===== config.mk =====
export PLATFORM = sky130hd
export DESIGN_NAME = fp_mul_pipe_flat
export DESIGN_NICKNAME = d
export VERILOG_FILES = /design/src/rtl/fp_mul_pipe_if.sv /design/src/rtl/fp_mul_pipe.sv /design/src/flat_wrapper.sv
export SDC_FILE = /design/constraint.sdc
export NUM_CORES = 2
export LEC_CHECK = 0
export CORE_AREA = 2 2 278 280
export CTS_BUF_LIST = sky130_fd_sc_hd__clkbuf_8
export CTS_CLUSTER_DIAMETER = 50
export DETAILED_ROUTE_END_ITERATION = 12
export DIE_AREA = 0 0 280 282
export GPL_ROUTABILITY_DRIVEN = 0
export REMOVE_ABC_BUFFERS = 1
export SLEW_MARGIN = 0
export SYNTH_ARGS = -nofsm -noshare
export SYNTH_HDL_FRONTEND = slang
export SYNTH_SLANG_ARGS = --single-unit

===== constraint.sdc =====
create_clock -name clk -period 9 [get_ports clk]
set_input_delay 1.35 -clock clk [delete_from_list [all_inputs] [get_ports clk]]
set_output_delay 1.35 -clock clk [all_outputs]
set_load 0.02 [all_outputs]

===== src/rtl/fp_mul_pipe_if.sv =====
// rtl/fp_mul_pipe_if.sv - operand/result handshake bundle for fp_mul_pipe
interface fp_mul_pipe_if #(
  parameter int EXP_W = 8,
  parameter int MAN_W = 23
);
  localparam int W = 1 + EXP_W + MAN_W;

  logic         in_valid;
  logic         in_ready;
  logic [W-1:0] a;
  logic [W-1:0] b;
  logic         out_valid;
  logic         out_ready;
  logic [W-1:0] result;
  logic         ovf;
  logic         unf;
  logic         inv;

  modport master (
    output in_valid, a, b, out_ready,
    input  in_ready, out_valid, result, ovf, unf, inv
  );

  modport slave (
    input  in_valid, a, b, out_ready,
    output in_ready, out_valid, result, ovf, unf, inv
  );
endinterface


===== src/rtl/fp_mul_pipe.sv =====
// rtl/fp_mul_pipe.sv - three-stage floating-point multiplier, RNE rounding, flush-to-zero
module fp_mul_pipe #(
  parameter int EXP_W = 8,
  parameter int MAN_W = 23
) (
  input  logic         clk,
  input  logic         rst_n,
  fp_mul_pipe_if.slave io
);
  localparam int W  = 1 + EXP_W + MAN_W;
  localparam int SW = MAN_W + 1;
  localparam int PW = 2 * SW;
  localparam int EW = EXP_W + 2;
  localparam logic [EW-1:0]        BIAS    = EW'((1 << (EXP_W - 1)) - 1);
  localparam logic signed [EW-1:0] EXP_MAX = EW'((1 << EXP_W) - 1);
  localparam logic [W-1:0]         QNAN    = {1'b0, {EXP_W{1'b1}}, 1'b1, {(MAN_W-1){1'b0}}};
  localparam logic [W-1:0]         INF_MAG = {1'b0, {EXP_W{1'b1}}, {MAN_W{1'b0}}};

  logic                 s1_valid_q, s1_valid_d, s2_valid_q, s2_valid_d;
  logic                 out_valid_q, out_valid_d;
  logic                 s1_sign_q, s1_sign_d, s1_inv_q, s1_inv_d;
  logic                 s1_inf_q, s1_inf_d, s1_zero_q, s1_zero_d;
  logic signed [EW-1:0] s1_exp_q, s1_exp_d;
  logic [SW-1:0]        s1_ma_q, s1_ma_d, s1_mb_q, s1_mb_d;
  logic                 s2_sign_q, s2_sign_d, s2_inv_q, s2_inv_d;
  logic                 s2_inf_q, s2_inf_d, s2_zero_q, s2_zero_d;
  logic signed [EW-1:0] s2_exp_q, s2_exp_d;
  logic [PW-1:0]        s2_prod_q, s2_prod_d;
  logic [W-1:0]         result_q, result_d;
  logic                 ovf_q, ovf_d, unf_q, unf_d, inv_q, inv_d;

  logic                 adv;
  logic [EXP_W-1:0]     ea, eb;
  logic [MAN_W-1:0]     fa, fb;
  logic                 a_zero, b_zero, a_inf, b_inf, a_nan, b_nan;
  logic                 msb, guard, sticky, inc, carry;
  logic [MAN_W-1:0]     frac;
  logic [MAN_W:0]       frac_r;
  logic signed [EW-1:0] e_n;
  logic [W-1:0]         pack_res;
  logic                 pack_ovf, pack_unf, pack_inv;

  // The whole pipe moves in lockstep: it only freezes when a result is waiting.
  assign adv          = !out_valid_q | io.out_ready;
  assign io.in_ready  = adv;
  assign io.out_valid = out_valid_q;
  assign io.result    = result_q;
  assign io.ovf       = ovf_q;
  assign io.unf       = unf_q;
  assign io.inv       = inv_q;

  always_comb begin
    ea     = io.a[W-2 -: EXP_W];
    eb     = io.b[W-2 -: EXP_W];
    fa     = io.a[MAN_W-1:0];
    fb     = io.b[MAN_W-1:0];
    a_zero = (ea == '0);
    b_zero = (eb == '0);
    a_inf  = (&ea) && (fa == '0);
    b_inf  = (&eb) && (fb == '0);
    a_nan  = (&ea) && (fa != '0);
    b_nan  = (&eb) && (fb != '0);
  end

  always_comb begin
    s1_valid_d = adv ? io.in_valid : s1_valid_q;
    s2_valid_d = adv ? s1_valid_q : s2_valid_q;
    s1_sign_d  = s1_sign_q;
    s1_inv_d   = s1_inv_q;
    s1_inf_d   = s1_inf_q;
    s1_zero_d  = s1_zero_q;
    s1_exp_d   = s1_exp_q;
    s1_ma_d    = s1_ma_q;
    s1_mb_d    = s1_mb_q;
    s2_sign_d  = s2_sign_q;
    s2_inv_d   = s2_inv_q;
    s2_inf_d   = s2_inf_q;
    s2_zero_d  = s2_zero_q;
    s2_exp_d   = s2_exp_q;
    s2_prod_d  = s2_prod_q;
    if (adv) begin
      s1_sign_d = io.a[W-1] ^ io.b[W-1];
      s1_inv_d  = a_nan | b_nan | (a_inf & b_zero) | (a_zero & b_inf);
      s1_inf_d  = a_inf | b_inf;
      s1_zero_d = a_zero | b_zero;
      s1_exp_d  = signed'({2'b00, ea} + {2'b00, eb} - BIAS);
      s1_ma_d   = {1'b1, fa};
      s1_mb_d   = {1'b1, fb};
      s2_sign_d = s1_sign_q;
      s2_inv_d  = s1_inv_q;
      s2_inf_d  = s1_inf_q;
      s2_zero_d = s1_zero_q;
      s2_exp_d  = s1_exp_q;
      s2_prod_d = PW'(s1_ma_q) * PW'(s1_mb_q);
    end
  end

  // Product lies in [1,4): the top bit picks which window becomes the fraction.
  always_comb begin
    msb    = s2_prod_q[PW-1];
    frac   = msb ? s2_prod_q[PW-2 -: MAN_W] : s2_prod_q[PW-3 -: MAN_W];
    guard  = msb ? s2_prod_q[PW-2-MAN_W] : s2_prod_q[PW-3-MAN_W];
    sticky = msb ? (|s2_prod_q[PW-3-MAN_W:0]) : (|s2_prod_q[PW-4-MAN_W:0]);
    inc    = guard & (sticky | frac[0]);
    frac_r = {1'b0, frac} + {{MAN_W{1'b0}}, inc};
    carry  = frac_r[MAN_W];
    e_n    = s2_exp_q + EW'(msb) + EW'(carry);

    pack_res = {s2_sign_q, e_n[EXP_W-1:0], frac_r[MAN_W-1:0]};
    pack_ovf = 1'b0;
    pack_unf = 1'b0;
    pack_inv = 1'b0;
    if (s2_inv_q) begin
      pack_res = QNAN;
      pack_inv = 1'b1;
    end else if (s2_inf_q) begin
      pack_res = INF_MAG | {s2_sign_q, {(W-1){1'b0}}};
    end else if (s2_zero_q) begin
      pack_res = {s2_sign_q, {(W-1){1'b0}}};
    end else if (e_n >= EXP_MAX) begin
      pack_res = INF_MAG | {s2_sign_q, {(W-1){1'b0}}};
      pack_ovf = 1'b1;
    end else if (e_n[EW-1] || (e_n == '0)) begin
      pack_res = {s2_sign_q, {(W-1){1'b0}}};
      pack_unf = 1'b1;
    end
  end

  always_comb begin
    out_valid_d = adv ? s2_valid_q : out_valid_q;
    result_d    = result_q;
    ovf_d       = ovf_q;
    unf_d       = unf_q;
    inv_d       = inv_q;
    if (adv && s2_valid_q) begin
      result_d = pack_res;
      ovf_d    = pack_ovf;
      unf_d    = pack_unf;
      inv_d    = pack_inv;
    end
  end

  always_ff @(posedge clk or negedge rst_n) begin
    if (!rst_n) begin
      s1_valid_q  <= 1'b0;
      s2_valid_q  <= 1'b0;
      out_valid_q <= 1'b0;
      result_q    <= '0;
      ovf_q       <= 1'b0;
      unf_q       <= 1'b0;
      inv_q       <= 1'b0;
    end else begin
      s1_valid_q  <= s1_valid_d;
      s2_valid_q  <= s2_valid_d;
      out_valid_q <= out_valid_d;
      result_q    <= result_d;
      ovf_q       <= ovf_d;
      unf_q       <= unf_d;
      inv_q       <= inv_d;
    end
  end

  always_ff @(posedge clk) begin
    s1_sign_q <= s1_sign_d;
    s1_inv_q  <= s1_inv_d;
    s1_inf_q  <= s1_inf_d;
    s1_zero_q <= s1_zero_d;
    s1_exp_q  <= s1_exp_d;
    s1_ma_q   <= s1_ma_d;
    s1_mb_q   <= s1_mb_d;
    s2_sign_q <= s2_sign_d;
    s2_inv_q  <= s2_inv_d;
    s2_inf_q  <= s2_inf_d;
    s2_zero_q <= s2_zero_d;
    s2_exp_q  <= s2_exp_d;
    s2_prod_q <= s2_prod_d;
  end
endmodule


===== src/flat_wrapper.sv =====
// flat-port wrapper written by rule: the top's interface ports become plain ports
module fp_mul_pipe_flat 
#(
  parameter int EXP_W = 8,
  parameter int MAN_W = 23
)
  (clk, rst_n, io_in_valid, io_a, io_b, io_out_ready, io_in_ready, io_out_valid, io_result, io_ovf, io_unf, io_inv);
  fp_mul_pipe_if #(.EXP_W(EXP_W), .MAN_W(MAN_W)) io_i ();
  input  logic clk;
  input  logic rst_n;
  input wire logic [$bits(io_i.in_valid)-1:0] io_in_valid;
  input wire logic [$bits(io_i.a)-1:0] io_a;
  input wire logic [$bits(io_i.b)-1:0] io_b;
  input wire logic [$bits(io_i.out_ready)-1:0] io_out_ready;
  output wire logic [$bits(io_i.in_ready)-1:0] io_in_ready;
  output wire logic [$bits(io_i.out_valid)-1:0] io_out_valid;
  output wire logic [$bits(io_i.result)-1:0] io_result;
  output wire logic [$bits(io_i.ovf)-1:0] io_ovf;
  output wire logic [$bits(io_i.unf)-1:0] io_unf;
  output wire logic [$bits(io_i.inv)-1:0] io_inv;
  assign io_i.in_valid = io_in_valid;
  assign io_i.a = io_a;
  assign io_i.b = io_b;
  assign io_i.out_ready = io_out_ready;
  assign io_in_ready = io_i.in_ready;
  assign io_out_valid = io_i.out_valid;
  assign io_result = io_i.result;
  assign io_ovf = io_i.ovf;
  assign io_unf = io_i.unf;
  assign io_inv = io_i.inv;
  fp_mul_pipe #(.EXP_W(EXP_W), .MAN_W(MAN_W)) u_core (.clk(clk), .rst_n(rst_n), .io(io_i));
endmodule

==> metrics.md <==
| Metric | Value |
|---|---|
| Adder-cell share of the synthesized area | 0.468 |
| Max Cap Violations | 0 |
| Skew-Pair Late Insertion Delay | 0.58 ns |
| Slew Limit Headroom | 0.243 |
| Worst Max-Slew Pin Slew | 1.14 ns |
| Clock-pin slew on the worst setup and hold paths | 0.12 ns |
| I/O Buffers | 104 |
| Xor and xnor area share after synthesis | 0.0294 |
| Hold path start | u_core.s1_exp_q[6]$_DFFE_PN_ |
| CP endpoint kind | flop |
| Clock root buffer | clkbuf_8 |
| RSZ-0062 raised after global routing | no |
| WS Path Type | flop to flop |
| Total gr overflow | 0 |
| Vias in the first global route | roughly 19k |
| Via density | approximately 4.9 |
| Setup TNS | 0 ns |
| CP startpoint kind | flop |
| Synth area leaders | fa_1, edfxtp_1, ha_1 |
| Mapped Area | roughly 26000 sq um |
| Die width | 280 um |
| WHS | 0.406 ns |
| Post-CTS Hold Buffers | 0 |
| CTS tree | yes |
| Initial Util | 0.338 |
| Core Box Area | 75700 sq um |
| Area share of and/or/nand/nor cells after synthesis | 0.155 |
| Post-layout min period | just under 8 ns |
| R2R Path Start | u_core.s1_mb_q[8]$_DFFE_PN_ |
| DP Worst Slack | around 1.3 ns |
| Hold path cells | 0 |
| Layout Nets | 3436 |
| Multiplexer share of the synthesized area | 0.0102 |
| TritonRoute pass-1 iters | 5 |
| Area leader, netlist | fa_1 |
| EDFF count, synth | 122 |
| Post-DR wirelength/cell | about 19 um |
| GR Util All Layers | 0.186 |
| Pin count of the biggest net entering global routing | 71 |
| Ys Warns | 0 |
| Cell row count | 101 |
| Synthesized area per cell | 9.65 sq um |
| Cells on worst reg2reg path | 23 |
| DP HPWL | 55.9 mm |
| Synth Area in Compound Gates | 0.0542 |
| Post-synth ARST share | 0.238 |
| Status | complete, no violations |
| Resized cells post-CTS | 0 |
| HP Class | flop to flop |
| Worst EP arrival | about 8.2 ns |
| Fmax | 0.128 GHz |
| Post-CTS setup buffer count | 0 |
| Largest family of logic cells by synthesized area | adder cells |
| Max Slew Vio Count | 0 |
| Number of H-tree levels | 4 |
| DRC | 0 |
| Initial drt markers | 1355 |
| Drt total wl | 70.5 mm |
| Clock Sinks | 160 |
| CTS Buf Count | 17 |
| Clock Tree Buf Depth | 2 |
| ANT cells | 0 |
| Synth Instances | about 2.7k |
| Worst setup startpoint | u_core.s1_mb_q[8]$_DFFE_PN_ |
| Top-area cell type share of the netlist area | 0.378 |
| Count of cell types in the netlist | 66 |
| Sequential-to-total area share from yosys stat | 0.180 |
| Post-DRT Antenna Nets | 0 |
| Worst setup margin | 1.16 ns |
| Die Y | ~280 um |
| Required @ worst endpoint | just over 9 ns |
| Final hold violations | 0 |
| Via count | about 18k |
| Initial antenna violation count | 2 |
| Synth-to-layout area growth | 10.0% |
| Crit share post-route | 0.871 |
| Fin Clk Skew | 0.0390 ns |
| CP Max Fanout | 17 |
| Prevailing post-synth register cell | edfxtp_1 |
| Setup violators final | 0 |
| IO Count | 105 |
| Synth Register Bits | 160 |
| Die area | 79000 sq um |
| First-pass GRT wire length | 111 mm |
| Proportion of layout cells with a drive suffix above 1 | 0.0328 |
-- sequential cells by signal, indices dropped and copies added (netlist names), 10 cells and up --
| name | cells |
|---|---|
| u_core.s1_ma_q | 23 |
| u_core.io.result | 32 |
| u_core.s2_exp_q | 10 |
| u_core.s1_exp_q | 10 |
| u_core.s1_mb_q | 23 |
| u_core.s2_prod_q | 48 |
-- final timing paths --
check,endpoint,slack [ns]
max,u_core.s2_prod_q[41]$_DFFE_PN_,1.16
max reg2reg,u_core.s2_prod_q[41]$_DFFE_PN_,1.16
min in group asynchronous,u_core.io.result[16]$_DFFE_PN0P_,0.89
min,u_core.s2_exp_q[6]$_DFFE_PN_,0.41
max in group asynchronous,u_core.io.result[12]$_DFFE_PN0P_,7.58
min reg2reg,u_core.s2_exp_q[6]$_DFFE_PN_,0.41
-- through the flow --
stage | area, sq um | util | instances
detailed placement | 27700 | 0.367 | 3659
CTS | 28200 | 0.372 | 3691
floorplan | 25200 | - | 2538
finish | 28200 | 0.372 | 3691
global route | 28200 | 0.372 | 3691
global placement | 27700 | 0.367 | 3659
-- layout make-up --
| class | count | area [sq um] |
|---|---|---|
| Fill cell | 7546 | 47500 |
| Clock inverter | 15 | 204 |
| Multi-Input combinational cell | 1793 | 18400 |
| Tap cell | 978 | 1220 |
| Sequential cell | 160 | 4610 |
| Timing Repair Buffer | 143 | 1330 |
| Clock buffer | 17 | 234 |
| Inverter | 585 | 2200 |
-- synth_stat cells, types with 9 or more instances --
| cell type | number |
|---|---|
| xnor2_1 | 53 |
| o21bai_1 | 9 |
| inv_1 | 582 |
| xor2_1 | 33 |
| fa_1 | 484 |
| o21ai_0 | 18 |
| edfxtp_1 | 122 |
| nor3_1 | 20 |
| nor2b_1 | 16 |
| ha_1 | 184 |
| nor2_1 | 77 |
| mux2i_1 | 16 |
| dfrtp_1 | 38 |
| and2_1 | 248 |
| nand3_1 | 35 |
| nand2_1 | 330 |
| a21oi_1 | 66 |
| clkbuf_1 | 107 |
| nand2b_1 | 10 |
| nor4_1 | 24 |
| nand4_1 | 20 |
| a22o_1 | 23 |
| a21o_1 | 17 |
| o21ai_1 | 23 |
-- worst max-delay path: stages, from the launching register on --
cell	delay (ns)
edfxtp_1	0.91
clkinv_1	0.53
nor2_1	0.25
fa_1	0.46
fa_1	0.51
inv_1	0.05
fa_1	0.39
fa_1	0.55
inv_1	0.06
fa_1	0.44
fa_1	0.56
inv_1	0.06
fa_1	0.47
inv_1	0.04
ha_1	0.40
nand4_1	0.19
nor3_1	0.27
nand3_1	0.10
o22ai_1	0.33
nor2_1	0.17
o311a_1	0.35
o31ai_1	0.24
a21oi_1	0.11
xnor2_1	0.14
-- per-layer routing --
layer | wire (um) | up-vias | global-route usage | share of wire
li1 | - | 8208 | - | -
met1 | 33000 | 9191 | 0.269 | 0.47
met2 | 30300 | 619 | 0.281 | 0.43
met3 | 5090 | 108 | 0.0366 | 0.072
met4 | 2080 | 2 | 0.0585 | 0.030
met5 | 12 | - | 0 | 0.00017
-- cells in the final DEF (no fill, tap or decap), types with 20 or more instances in the layout --
cell type	count
inv_1	582
fa_1	484
nand2_1	330
and2_1	248
ha_1	184
edfxtp_1	122
clkdlybuf4s50_1	103
nor2_1	77
a21oi_1	66
xnor2_1	53
buf_4	39
dfrtp_1	38
nand3_1	35
xor2_1	33
o21ai_1	23
nor4_1	23
a22o_1	23
nand4_1	20
nor3_1	20
-- logic make-up after synthesis --
kind of cell             Yosys count
AND/OR/NAND/NOR                  802
buffers and inverters            701
adder cells (fa/ha/maj)          668
AO/OA/AOI/OAI                    212
flip-flops                       160
XOR/XNOR                          86
multiplexers                      25
Power is not shown: default switching activity piles up to over one toggle a cycle in this logic, so the estimate is an artifact.
